`config.mk`:
```
export PLATFORM = sky130hd
export DESIGN_NAME = button_conditioner
export DESIGN_NICKNAME = d
export VERILOG_FILES = /design/src/rtl/btn_pkg.sv /design/src/rtl/button_channel.sv /design/src/rtl/button_conditioner.sv
export SDC_FILE = /design/constraint.sdc
export NUM_CORES = 1
export LEC_CHECK = 0
export BUFFER_PORTS_ARGS = -buffer_cell sky130_fd_sc_hd__buf_2
export CORE_UTILIZATION = 42
export DETAILED_ROUTE_END_ITERATION = 10
export GPL_TIMING_DRIVEN = 1
export HOLD_SLACK_MARGIN = 0.05
export PLACE_DENSITY = 0.57
export RECOVER_POWER = 50
export SETUP_SLACK_MARGIN = 0.3
export SLEW_MARGIN = 25
export SYNTH_ARGS = -nofsm -noshare
export SYNTH_HDL_FRONTEND = slang
export SYNTH_SLANG_ARGS = --single-unit
```
`constraint.sdc`:
```
create_clock -name CLK -period 6.9 [get_ports CLK]
set_input_delay 0.69 -clock CLK [delete_from_list [all_inputs] [get_ports CLK]]
set_output_delay 0.69 -clock CLK [all_outputs]
set_load 0.005 [all_outputs]
```
`src/rtl/btn_pkg.sv`:
```
// Shared definitions for the push-button conditioner: channel state
// encoding, board timing defaults and shortened simulation timings.
package btn_pkg;

   typedef enum logic [1:0] {
      ST_IDLE    = 2'd0,
      ST_PRESSED = 2'd1,
      ST_HELD    = 2'd2
   } chan_state_e;

   // 50 MHz board: 20 ms debounce, 1 s hold, 250 ms auto-repeat
   localparam int DEF_DEBOUNCE_CYCLES = 1000000;
   localparam int DEF_HOLD_CYCLES     = 50000000;
   localparam int DEF_REPEAT_CYCLES   = 12500000;
   localparam int DEF_CNT_W           = 26;

   // Shortened timings so a simulation walks through every event quickly
   localparam int SIM_DEBOUNCE_CYCLES = 4;
   localparam int SIM_HOLD_CYCLES     = 10;
   localparam int SIM_REPEAT_CYCLES   = 3;

   // True when a cnt_w-bit counter can reach every terminal count
   function automatic bit cnt_w_fits(input int cnt_w, input int deb,
                                     input int hold, input int rep);
      longint lim;
      lim = longint'(1) << cnt_w;
      return (longint'(deb) < lim) && (longint'(hold) < lim) &&
             (longint'(rep) < lim);
   endfunction

endpackage

```
`src/rtl/button_channel.sv`:
```
// One button channel: 2-flop synchroniser, debounce counter and the
// IDLE/PRESSED/HELD event FSM producing press/release/hold/repeat pulses.
//
// All event outputs are single-cycle pulses, registered, with no handshake:
// the consumer must sample them every cycle. A release accepted in the same
// cycle a hold or repeat would fire suppresses that hold/repeat.
module button_channel
   import btn_pkg::*;
#(
   parameter int DEBOUNCE_CYCLES = DEF_DEBOUNCE_CYCLES,
   parameter int HOLD_CYCLES     = DEF_HOLD_CYCLES,
   parameter int REPEAT_CYCLES   = DEF_REPEAT_CYCLES,
   parameter int CNT_W           = DEF_CNT_W
) (
   input  logic       CLK,
   input  logic       RST_N,
   input  logic       btn_n_in,
   output logic       btn_level,
   output logic       press_pulse,
   output logic       release_pulse,
   output logic       hold_pulse,
   output logic       repeat_pulse,
   output logic [1:0] state
);

   localparam logic [CNT_W-1:0] CNT_ONE  = CNT_W'(1);
   localparam logic [CNT_W-1:0] DEB_LAST = CNT_W'(DEBOUNCE_CYCLES - 1);
   localparam logic [CNT_W-1:0] HOLD_LAST = CNT_W'(HOLD_CYCLES - 1);
   // With repeat disabled the terminal value is never compared
   localparam logic [CNT_W-1:0] REP_LAST =
      (REPEAT_CYCLES == 0) ? '0 : CNT_W'(REPEAT_CYCLES - 1);

   logic             sync_1;
   logic             sync_2;
   logic             sync;
   logic [CNT_W-1:0] deb_cnt;
   logic             accept;
   logic [CNT_W-1:0] hold_cnt;
   logic [CNT_W-1:0] rep_cnt;
   chan_state_e      st;

   // Two-flop synchroniser; resets to the released (high) pin level
   always_ff @(posedge CLK or negedge RST_N) begin
      if (!RST_N) begin
         sync_1 <= 1'b1;
         sync_2 <= 1'b1;
      end else begin
         sync_1 <= btn_n_in;
         sync_2 <= sync_1;
      end
   end

   assign sync   = ~sync_2;
   // A level change is accepted on the DEBOUNCE_CYCLES-th consecutive differing sample
   assign accept = (sync != btn_level) && (deb_cnt == DEB_LAST);

   // Debounce: count consecutive samples that disagree with the accepted level
   always_ff @(posedge CLK or negedge RST_N) begin
      if (!RST_N) begin
         deb_cnt   <= '0;
         btn_level <= 1'b0;
      end else if (sync == btn_level) begin
         deb_cnt <= '0;
      end else if (accept) begin
         deb_cnt   <= '0;
         btn_level <= sync;
      end else begin
         deb_cnt <= deb_cnt + CNT_ONE;
      end
   end

   // Channel FSM with registered event pulses; release has priority
   always_ff @(posedge CLK or negedge RST_N) begin
      if (!RST_N) begin
         st            <= ST_IDLE;
         hold_cnt      <= '0;
         rep_cnt       <= '0;
         press_pulse   <= 1'b0;
         release_pulse <= 1'b0;
         hold_pulse    <= 1'b0;
         repeat_pulse  <= 1'b0;
      end else begin
         press_pulse   <= 1'b0;
         release_pulse <= 1'b0;
         hold_pulse    <= 1'b0;
         repeat_pulse  <= 1'b0;
         case (st)
            ST_IDLE: begin
               if (accept && sync) begin
                  press_pulse <= 1'b1;
                  hold_cnt    <= '0;
                  st          <= ST_PRESSED;
               end
            end
            ST_PRESSED: begin
               if (accept && !sync) begin
                  release_pulse <= 1'b1;
                  st            <= ST_IDLE;
               end else if (hold_cnt == HOLD_LAST) begin
                  hold_pulse <= 1'b1;
                  rep_cnt    <= '0;
                  st         <= ST_HELD;
               end else begin
                  hold_cnt <= hold_cnt + CNT_ONE;
               end
            end
            ST_HELD: begin
               if (accept && !sync) begin
                  release_pulse <= 1'b1;
                  st            <= ST_IDLE;
               end else if (REPEAT_CYCLES != 0) begin
                  if (rep_cnt == REP_LAST) begin
                     repeat_pulse <= 1'b1;
                     rep_cnt      <= '0;
                  end else begin
                     rep_cnt <= rep_cnt + CNT_ONE;
                  end
               end
            end
            default: st <= ST_IDLE;
         endcase
      end
   end

   assign state = st;

endmodule

```
`src/rtl/button_conditioner.sv`:
```
// Push-button front end: NUM_BTN independent conditioned channels.
// chan_state exposes each channel FSM state (2 bits per channel, channel 0
// in the low bits) for observation.
module button_conditioner
   import btn_pkg::*;
#(
   parameter int NUM_BTN         = 3,
   parameter int DEBOUNCE_CYCLES = DEF_DEBOUNCE_CYCLES,
   parameter int HOLD_CYCLES     = DEF_HOLD_CYCLES,
   parameter int REPEAT_CYCLES   = DEF_REPEAT_CYCLES,
   parameter int CNT_W           = DEF_CNT_W
) (
   input  logic                 CLK,
   input  logic                 RST_N,
   input  logic [NUM_BTN-1:0]   btn_n_in,
   output logic [NUM_BTN-1:0]   btn_level,
   output logic [NUM_BTN-1:0]   press_pulse,
   output logic [NUM_BTN-1:0]   release_pulse,
   output logic [NUM_BTN-1:0]   hold_pulse,
   output logic [NUM_BTN-1:0]   repeat_pulse,
   output logic [2*NUM_BTN-1:0] chan_state
);

   // Refuse to build with counters too narrow or timings out of range
   if (!cnt_w_fits(CNT_W, DEBOUNCE_CYCLES, HOLD_CYCLES, REPEAT_CYCLES)) begin : g_bad_cnt_w
      $error("button_conditioner: CNT_W too narrow for the configured timings");
   end
   if (DEBOUNCE_CYCLES < 2 || HOLD_CYCLES < 1 || REPEAT_CYCLES < 0) begin : g_bad_timing
      $error("button_conditioner: timing parameters out of range");
   end

   // One fully independent channel per button
   for (genvar i = 0; i < NUM_BTN; i++) begin : g_chan
      button_channel #(
         .DEBOUNCE_CYCLES (DEBOUNCE_CYCLES),
         .HOLD_CYCLES     (HOLD_CYCLES),
         .REPEAT_CYCLES   (REPEAT_CYCLES),
         .CNT_W           (CNT_W)
      ) u_chan (
         .CLK           (CLK),
         .RST_N         (RST_N),
         .btn_n_in      (btn_n_in[i]),
         .btn_level     (btn_level[i]),
         .press_pulse   (press_pulse[i]),
         .release_pulse (release_pulse[i]),
         .hold_pulse    (hold_pulse[i]),
         .repeat_pulse  (repeat_pulse[i]),
         .state         (chan_state[2*i +: 2])
      );
   end

endmodule

```
==> impl_metrics.toml, run 1 <==
[outcome]
status = "finished with violations"
violations = "max-capacitance violations, max-slew violations"

[critical_path]
r2r_setup_slack_ps = 3270
cp_top_family = "buffers and inverters"
critPathBufInv = 2
crit_end = "g_chan[0].u_chan.deb_cnt[1]"
critical_path_class = "in2async"
path_cells = "buf_8 > clkbuf_1"
crit_cells = 2
cp_slowest_cell = "clkbuf_1"
timing.rr.end = "g_chan[1].u_chan.hold_cnt[8]"
worst_setup_path_end_kind = "async pin"
cpPeakStageDelay_ps = 2670
r2r_start = "g_chan[1].u_chan.hold_cnt[0]"
crit_path_start_kind = "input port"
critical_path_arrival_ps = 3970
critPathMaxFanout = 90
crit_start = "RST_N"
required_ps = 6720
rr_worst_depth = 8

[timing]
rsz0062_at_grt = "no"
max_freq_mhz = 241
setup_slack_ps = 2750
drv_slew = 177
period_share = 0.601
maxSlewHeadroom = -1.48
tns_ps = 0
worst_slew_pin_slew_ps = 3710
setup_viol = 0
fin_crit_ps = 4150
skew_ps = 17.3
hold_viol_final = 0

[detailed_routing]
drtIter0Drc = 942
dr.pass1.iters = 5
vias = 12400
wl_per_cell_um = 16.1
wl_um = 33700
drt.antenna.violating_nets = 0
drcViolationCount = 0
routed_via_density = 5.92

[power]
p_clk_frac = 0.519
power_density_nw_per_um2 = 207
p_leak_nw = 6.37
combinationalPowerShare = 0.015
intPower_mw = 2.59
p_sw_frac = 0.219
p_seq_frac = 0.466
switching_power_uw = 724
worst_ir_drop_vdd_mv = 0.168

[place]
portBuffers = 25
hpwl_um = 21000
gp_congestion = 0.771
dp_slack_ps = 3310

[floorplan]
die_area_um2 = 35400
coreArea_um2 = 33900
start_util = 0.430
die_h_um = 188
io-pin-count = 26
rows = 67
die_w_um = 188

[clock_network]
clk_pin_slew_ps = 60
cts_buffer_depth = 3
ctsHoldBuffers = 0
ctsHtreeMaxLevel = 1
postCtsSetupBuffers = 0
cts_resized = 0
cts.sinks = 261
cts.root.buffer_cell = "clkbuf_16"
cts_buffers = 31
cts_tree = "built"
insertion_delay_ps = 580

[grt]
grt_max_degree = 91
overflow = 0
first_global_vias = 11800
antenna_found_initial = 0
gr-usage-all-layers = 0.194
grt_pass1_wl_um = 58700

[synthesis]
seq_area_frac_synth = 0.449
synthArstFlopShare = 1.00
yosys.area.top_type_share = 0.438
syn_nets = 1664
synth_area_um2 = 14600
synth_top_cell_by_area = "dfrtp_1"
ys_top_cells_by_area = "dfrtp_1 44%, nand3_1 6.8%, o21ai_0 3.9%"
synth_edf_count = 0
synthCells = 1641
synthFlopType = "dfrtp_1"
yosysUniqueCellTypes = 69
synth_warnings = 0
postSynthAreaPerCell_um2 = 8.88
synth-seq-cells = 261

[final_layout]
final_layout_size_suffix_gt1_frac = 0.0720
nFillCells = 3319
layout.nets = 1638
syn_to_final_growth_pct = 9.93
n_antenna_cell = 0

[flow_run]
maxCapViolCount = 3

[min_path]
hp-class = "in2async"
[worst min-delay path by stage]
stage          slack (ps)  cells past startpoint                    start                            end
2_1_floorplan         350                      0  g_chan[0].u_chan.sync_1        g_chan[0].u_chan.sync_2
3_3_place_gp          350                      0  g_chan[1].u_chan.sync_1        g_chan[1].u_chan.sync_2
3_5_place_dp          350                      0  g_chan[0].u_chan.sync_1        g_chan[0].u_chan.sync_2
4_1_cts               120                      1                    RST_N  g_chan[2].u_chan.hold_cnt[15]
5_1_grt               150                      1                    RST_N  g_chan[2].u_chan.hold_cnt[15]
6_report              100                      1                    RST_N  g_chan[2].u_chan.hold_cnt[15]
[Yosys cell counts (15+ instances only)]
library cell	number
a21oi_1	39
o311ai_0	22
a31oi_1	21
dfrtp_1	255
o211ai_1	38
nor2_1	140
ha_1	18
nand2b_1	21
nor3_1	33
clkbuf_1	73
buf_4	15
o31ai_1	38
and3_1	65
xnor2_1	32
o21ai_0	115
and4_1	18
nor4_1	24
or4_1	23
nand3_1	197
inv_1	53
nand3b_1	19
nand2_1	116
or3_1	27
nand4_1	57
xor2_1	35
and2_1	16
[placed cells by master, fill, tap and decap left out, types with 11 or more instances in the layout]
cell type	n
or4_1	23
o31ai_1	36
o21ai_0	113
nor3_1	33
nand3_1	197
o41ai_1	13
ha_1	18
a31oi_1	21
inv_1	53
clkbuf_16	31
a21oi_1	39
xor2_1	35
xnor2_1	32
nand2b_1	20
and3_1	65
and4_1	18
o311ai_0	22
clkbuf_1	11
nand3b_1	19
nand4_1	57
nor4_1	24
dfrtp_1	255
o211ai_1	38
nor2_1	140
nand2_1	116
buf_4	13
or3_1	27
buf_2	22
and2_1	17
[metrics by stage]
| step | instances | utilization | instance area [um^2] | total power [mW] | hold WS, ps |
|---|---|---|---|---|---|
| 2_1_floorplan | 1641 | - | 14600 | 1.59 | 345 |
| 3_3_place_gp | 2029 | 0.441 | 14900 | 1.63 | 345 |
| 3_5_place_dp | 2030 | 0.442 | 15000 | 1.63 | 347 |
| 4_1_cts | 2088 | 0.473 | 16000 | 3.37 | 118 |
| 5_1_grt | 2088 | 0.473 | 16000 | 3.44 | 151 |
| 6_report | 2088 | 0.473 | 16000 | 3.31 | 96.0 |
[final cells by class]
class | count | area, um^2 | area share
multi-input combinational | 1226 | 7400 | 0.462
sequential | 261 | 6540 | 0.408
clock buffer | 40 | 840 | 0.0524
tap | 448 | 561 | 0.0350
timing repair buffer | 42 | 256 | 0.0160
clock inverter | 18 | 228 | 0.0142
inverter | 53 | 199 | 0.0124
[flip-flops by register name, summed over array words and instances, names as in the netlist, 6 cells and up]
register and count:
g_chan.u_chan.hold_cnt 78, g_chan.u_chan.deb_cnt 78, g_chan.u_chan.rep_cnt 78, g_chan.u_chan.state 6
[cells by family after synthesis]
logic type | Yosys count | share of synthesized area
AOI/OAI and AO/OA | 333 | 0.151
xor gates and xnor gates | 67 | 0.0403
adders and majority gates | 18 | 0.0155
buffers and inverters | 154 | 0.0450
DFF | 261 | 0.449
muxes | 1 | 0.000687
and+or+nand+nor | 807 | 0.298
[power groups by stage]
| stage | logic [mW] | registers, mW | clock network [mW] |
|---|---|---|---|
| after detailed placement | 0.0539 | 1.57 | 0 |
| after floorplan | 0.0154 | 1.57 | 0 |
| final | 0.0493 | 1.54 | 1.72 |
| after CTS | 0.0541 | 1.54 | 1.78 |
| after global placement | 0.0537 | 1.57 | 0 |
| after global routing | 0.0600 | 1.54 | 1.83 |
[routing by layer]
metal	vias up	GRT usage	part of all wire
met2	199	0.300	0.45
met5	-	0	0
met3	50	0.0222	0.033
met1	6068	0.286	0.50
li1	6039	-	-
met4	0	0.0532	0.017
No activity file was read; power rests on OpenSTA's default activity.
==> run 2, diff against run 1 <==
--- a/config.mk
+++ b/config.mk
@@ -10,7 +10,7 @@
 export DETAILED_ROUTE_END_ITERATION = 10
 export GPL_TIMING_DRIVEN = 1
 export HOLD_SLACK_MARGIN = 0.05
-export PLACE_DENSITY = 0.57
+export PLACE_DENSITY = 0.59
 export RECOVER_POWER = 50
 export SETUP_SLACK_MARGIN = 0.3
 export SLEW_MARGIN = 25
==> constraint.sdc (replaced) <==
create_clock -name CLK -period 3.76 [get_ports CLK]
set_input_delay 0.376 -clock CLK [delete_from_list [all_inputs] [get_ports CLK]]
set_output_delay 0.376 -clock CLK [all_outputs]
set_load 0.005 [all_outputs]
==> run 2 against run 1 <==
Against the previous run: the run still ends with max-capacitance violations, max-slew violations left; clock power is 87% higher; design area is 1.1% higher; combinational power increased by 94%; die area is the same; cell count grew 0.72%; critical path type is now reg2reg; first-iteration DRC count fell by 15%; sequential cell count unchanged; sequential power increased by 84%; worst setup slack worse by 2000 ps; utilization is 0.53 points higher; non-clock buffer count grew 17.
==> impl_metrics.toml, run 2 (synthesis results as in run 1) <==
[detailed_routing]
wl_um = 32700
drtIter0Drc = 798
drt.antenna.violating_nets = 0
vias = 12300
dr.pass1.iters = 8
drcViolationCount = 0
routed_via_density = 5.86
wl_per_cell_um = 15.6

[final_layout]
n_antenna_cell = 0
utilization = 0.478
seqCellArea_um2 = 6540
largest_registers = "g_chan.u_chan.deb_cnt x78, g_chan.u_chan.hold_cnt x78, g_chan.u_chan.rep_cnt x78"
multi_input_area_um2 = 7390
final_layout_size_suffix_gt1_frac = 0.0810
final_common_cell = "dfrtp_1"
layout.nets = 1655
syn_to_final_growth_pct = 11.2
layout_common_cells = "255 x dfrtp_1, 197 x nand3_1, 140 x nor2_1"
nFillCells = 3260

[timing]
skew_ps = 11.7
fin_crit_ps = 3030
tns_ps = 0
period_share = 0.805
maxSlewHeadroom = -0.229
drv_slew = 72
worst_slew_pin_slew_ps = 1840
hold_viol_final = 0
setup_viol = 0
max_freq_mhz = 330
rsz0062_at_grt = "no"

[power]
worst_ir_drop_vdd_mv = 0.351
power_density_nw_per_um2 = 380
p_leak_nw = 6.49

[clock_network]
ctsHtreeMaxLevel = 1
cts_tree = "built"
cts.root.buffer_cell = "clkbuf_16"
cts.sinks = 261
insertion_delay_ps = 570
cts_buffers = 31
cts_buffer_depth = 3
clk_pin_slew_ps = 60

[grt]
grt_max_degree = 86
gr-usage-all-layers = 0.187
grt_pass1_wl_um = 57500
antenna_found_initial = 0
first_global_vias = 11800
overflow = 0

[critical_path]
worst_setup_path_end_kind = "register"
critPathMaxFanout = 23
critical_path_arrival_ps = 3460
timing.rr.end = "g_chan[1].u_chan.hold_cnt[11]"
r2r_setup_slack_ps = 730
critical_path_class = "reg2reg"
r2r_start = "g_chan[1].u_chan.hold_cnt[0]"
crit_path_start_kind = "register"
required_ps = 4190
rr_worst_depth = 9

[flow_run]
maxCapViolCount = 1

[outcome]
violations = "max-capacitance violations, max-slew violations"
status = "finished with violations"

[place]
portBuffers = 25
hpwl_um = 20700
gp_congestion = 0.784

[min_path]
min_from = "g_chan[1].u_chan.sync_1"
hp-class = "reg2reg"
min_path_cells = 0
holdPathEnd = "g_chan[1].u_chan.sync_2"

[floorplan]
io-pin-count = 26
rows = 67
die_w_um = 188
die_h_um = 188
coreArea_um2 = 33900
start_util = 0.430
die_area_um2 = 35400
run 2: changes by cell type in the layout (fill, tap and decap cells not counted), sizes merged:
cell         before  now
buf              37   52
clkinvlp          2    0
clkinv           10    6
dlygate4sd3       0    4
clkbuf           45   47
run 2: area by class of cell:
cell class | count | area share
clock inverters | 12 | 0.0124
multi-input cells | 1226 | 0.457
flip-flops and latches | 261 | 0.404
well taps | 448 | 0.0346
inverters | 53 | 0.0123
clock buffers | 44 | 0.0558
repair buffers | 59 | 0.0247
run 2: what timing repair did:
item	in CTS	in global routing
endpoints found under the setup margin	0	0
endpoints found under the hold margin	68	0
resized for setup	0	0
buffers inserted	0	0
hold buffers	4	0
run 2: critical path: stages (launching register included):
cell and delay [ps]:
dfrtp_1 400, ha_1 200, nand3_1 230, or4_1 620, o21ai_0 450, a211o_1 220, buf_4 180, and2_0 140
buf_4 270, o311ai_0 170
run 2: where the power goes:
part           internal, mW  leakage [nW]  switching [mW]
Clock                  2.01         0.549            1.21
Combinational        0.0179          2.32          0.0779
Sequential             2.82          3.62          0.0115
Total                  4.85          6.49            1.30
run 2: per-stage QoR:
| stage | worst slack (ps) | instances | hold WS (ps) | total power [mW] | area, um^2 |
|---|---|---|---|---|---|
| after global routing | 399 | 2103 | 357 | 6.37 | 16200 |
| after global placement | 824 | 2043 | 346 | 2.99 | 15100 |
| after detailed placement | 737 | 2043 | 347 | 2.99 | 15100 |
| after CTS | 720 | 2103 | 355 | 6.26 | 16200 |
| final | 732 | 2103 | 355 | 6.15 | 16200 |
| after floorplan | 1120 | 1641 | 80.4 | 2.91 | 14600 |
run 2: layer usage:
metal / GRT usage / part of all wire
met2: 0.289 / 0.44
met3: 0.0238 / 0.034
met4: 0.0391 / 0.015
met5: 0 / 0
met1: 0.279 / 0.51
run 2: worst max path at each step:
stage | startpoint | endpoint | slack (ps) | cells after the start
after floorplan | g_chan[2].u_chan.deb_cnt[15] | g_chan[2].u_chan.hold_cnt[18] | 1120 | 8
after global placement | g_chan[0].u_chan.hold_cnt[0] | g_chan[0].u_chan.rep_cnt[7] | 820 | 7
after detailed placement | g_chan[0].u_chan.hold_cnt[0] | g_chan[0].u_chan.rep_cnt[7] | 740 | 7
after CTS | g_chan[0].u_chan.hold_cnt[0] | g_chan[0].u_chan.rep_cnt[7] | 720 | 7
after global routing | RST_N | g_chan[2].u_chan.rep_cnt[15] | 400 | 3
final | g_chan[1].u_chan.hold_cnt[0] | g_chan[1].u_chan.hold_cnt[11] | 730 | 9
==> run 3, diff against run 2 <==
--- a/config.mk
+++ b/config.mk
@@ -10,7 +10,7 @@
 export DETAILED_ROUTE_END_ITERATION = 10
 export GPL_TIMING_DRIVEN = 1
 export HOLD_SLACK_MARGIN = 0.05
-export PLACE_DENSITY = 0.59
+export PLACE_DENSITY = 0.57
 export RECOVER_POWER = 50
 export SETUP_SLACK_MARGIN = 0.3
 export SLEW_MARGIN = 25
==> constraint.sdc (replaced) <==
create_clock -name CLK -period 2.8 [get_ports CLK]
set_input_delay 0.28 -clock CLK [delete_from_list [all_inputs] [get_ports CLK]]
set_output_delay 0.28 -clock CLK [all_outputs]
set_load 0.005 [all_outputs]
==> run 3 against run 2 <==
Against the previous run: the run still ends with max-capacitance violations, max-slew violations left; utilization up 3.0 points; largest power group unchanged; power up 30%; cell count up 3.4%; maximum frequency up 21%; worst setup slack worse by 430 ps; via count up 2.8%; critical endpoint is now g_chan[2].u_chan.hold_cnt[25]; sequential power up 34%; critical path depth down 3; routed wire length up 7.8%; sequential share of layout area down 2.4 points; hold slack worse by 3.6 ps.
==> impl_metrics.toml, run 3 (synthesis results as in run 1) <==
[outcome]
status = "finished with violations"
violations = "max-capacitance violations, max-slew violations"

[power]
p_leak_nw = 7.06
combinationalPowerShare = 0.020
p_sw_frac = 0.222
power_density_nw_per_um2 = 464
intPower_mw = 6.22
p_seq_frac = 0.476
p_clk_frac = 0.504
switching_power_mw = 1.77
worst_ir_drop_vdd_mv = 0.529

[critical_path]
crit_path_start_kind = "register"
path_cells = "or4_4 > nor4_4 > nand4b_1 > o32a_4 > and2_4 > a211o_1"
critPathMaxFanout = 7
cp_slowest_cell = "or4_4"
critical_path_arrival_ps = 2940
cpPeakStageDelay_ps = 530
required_ps = 3250
worst_setup_path_end_kind = "register"
critical_path_class = "reg2reg"

[detailed_routing]
drcViolationCount = 0
drtIter0Drc = 971
drt.antenna.violating_nets = 0
routed_via_density = 5.83
vias = 12700
dr.pass1.iters = 5
wl_um = 35300
wl_per_cell_um = 16.2

[timing]
skew_ps = 11.8
setup_viol = 0
hold_viol_final = 0
worst_slew_pin_slew_ps = 2210
tns_ps = 0
period_share = 0.891
fin_crit_ps = 2500
max_freq_mhz = 401
hold_ws_ps = 352
drv_slew = 79
maxSlewHeadroom = -0.476
rsz0062_at_grt = "yes"

[final_layout]
n_antenna_cell = 0
finalNonFillerCells = 2174
final_area_um2 = 17200
layout_common_cells = "252 x dfrtp_1, 192 x nand3_1, 140 x nor2_1"
syn_to_final_growth_pct = 18.2
final_common_cell = "dfrtp_1"
final_layout_size_suffix_gt1_frac = 0.149
largest_registers = "g_chan.u_chan.deb_cnt x78, g_chan.u_chan.hold_cnt x78, g_chan.u_chan.rep_cnt x78"
utilization = 0.508
layout.nets = 1725

[floorplan]
die_w_um = 188
die_h_um = 188
start_util = 0.430
io-pin-count = 26
coreArea_um2 = 33900
die_area_um2 = 35400
rows = 67

[clock_network]
cts.root.buffer_cell = "clkbuf_16"
cts_tree = "built"
clk_pin_slew_ps = 60
cts_buffers = 30
cts.sinks = 261
insertion_delay_ps = 570
ctsHtreeMaxLevel = 1
cts_buffer_depth = 3

[flow_run]
maxCapViolCount = 1

[grt]
antenna_found_initial = 0
grt_max_degree = 82
gr-usage-all-layers = 0.200
overflow = 0
grt_pass1_wl_um = 60600
first_global_vias = 12000

[place]
portBuffers = 25
place_area_um2 = 15500
gp_congestion = 0.803
placed_cells = 2081
hpwl_um = 22200

[min_path]
hp-class = "in2reg"
run 3: metal layers:
layer  GRT usage  up-vias  share of wire
met1       0.297     6242           0.50
met3      0.0278       38          0.030
met5           0        -              0
li1            -     6212              -
met2       0.307      182           0.45
met4      0.0453        0          0.018
run 3: path summary, 6_finish.rpt:
| check | startpoint | to | slack (ps) | depth (start not counted) |
|---|---|---|---|---|
| setup / recovery | g_chan[2].u_chan.deb_cnt[20] | g_chan[2].u_chan.hold_cnt[25] | 300 | 6 |
| hold / removal | btn_n_in[0] | g_chan[0].u_chan.sync_1 | 350 | 2 |
| setup reg to reg | g_chan[2].u_chan.deb_cnt[20] | g_chan[2].u_chan.hold_cnt[25] | 300 | 6 |
| hold reg to reg | g_chan[2].u_chan.sync_1 | g_chan[2].u_chan.sync_2 | 350 | 0 |
| max in group asynchronous | RST_N | g_chan[1].u_chan.rep_cnt[20] | 580 | 3 |
| min in group asynchronous | RST_N | g_chan[2].u_chan.hold_cnt[11] | 910 | 2 |
run 3: critical path: cells and delay by family (launching register included):
kind,cells,cell delay [ps]
compound gates,2,740
flops,1,390
simple gates,4,1240
run 3: power by group through the flow:
stage | logic (mW) | clock network [mW] | registers (mW)
6_report | 0.156 | 4.03 | 3.81
5_1_grt | 0.184 | 4.32 | 3.81
4_1_cts | 0.165 | 4.18 | 3.80
3_5_place_dp | 0.155 | 0 | 3.87
3_3_place_gp | 0.153 | 0 | 3.87
2_1_floorplan | 0.0380 | 0 | 3.87
run 3: area by class of cell:
class                   count  area [um^2]
inverters                  53          199
repair buffers            127         1090
clock buffers              36          793
fillers                  3171        16600
multi-input cells        1229         7820
well taps                 448          561
flip-flops and latches    261         6540
clock inverters            20          219
run 3: what timing repair did:
item                                   in CTS  in global routing
pin swaps                                  12                 18
hold buffers                                4                  0
cloned                                      3                  1
resized for setup                          31                 71
endpoints found under the hold margin      73                  0
setup endpoints to repair                 102                139
setup buffers                              18                 11
run 3: metrics by stage:
| stage | setup WS [ps] | total power [mW] |
|---|---|---|
| after detailed placement | 42.3 | 4.03 |
| after global placement | 147 | 4.03 |
| after floorplan | 171 | 3.91 |
| final | 304 | 7.99 |
| after CTS | 282 | 8.14 |
| after global routing | 181 | 8.31 |
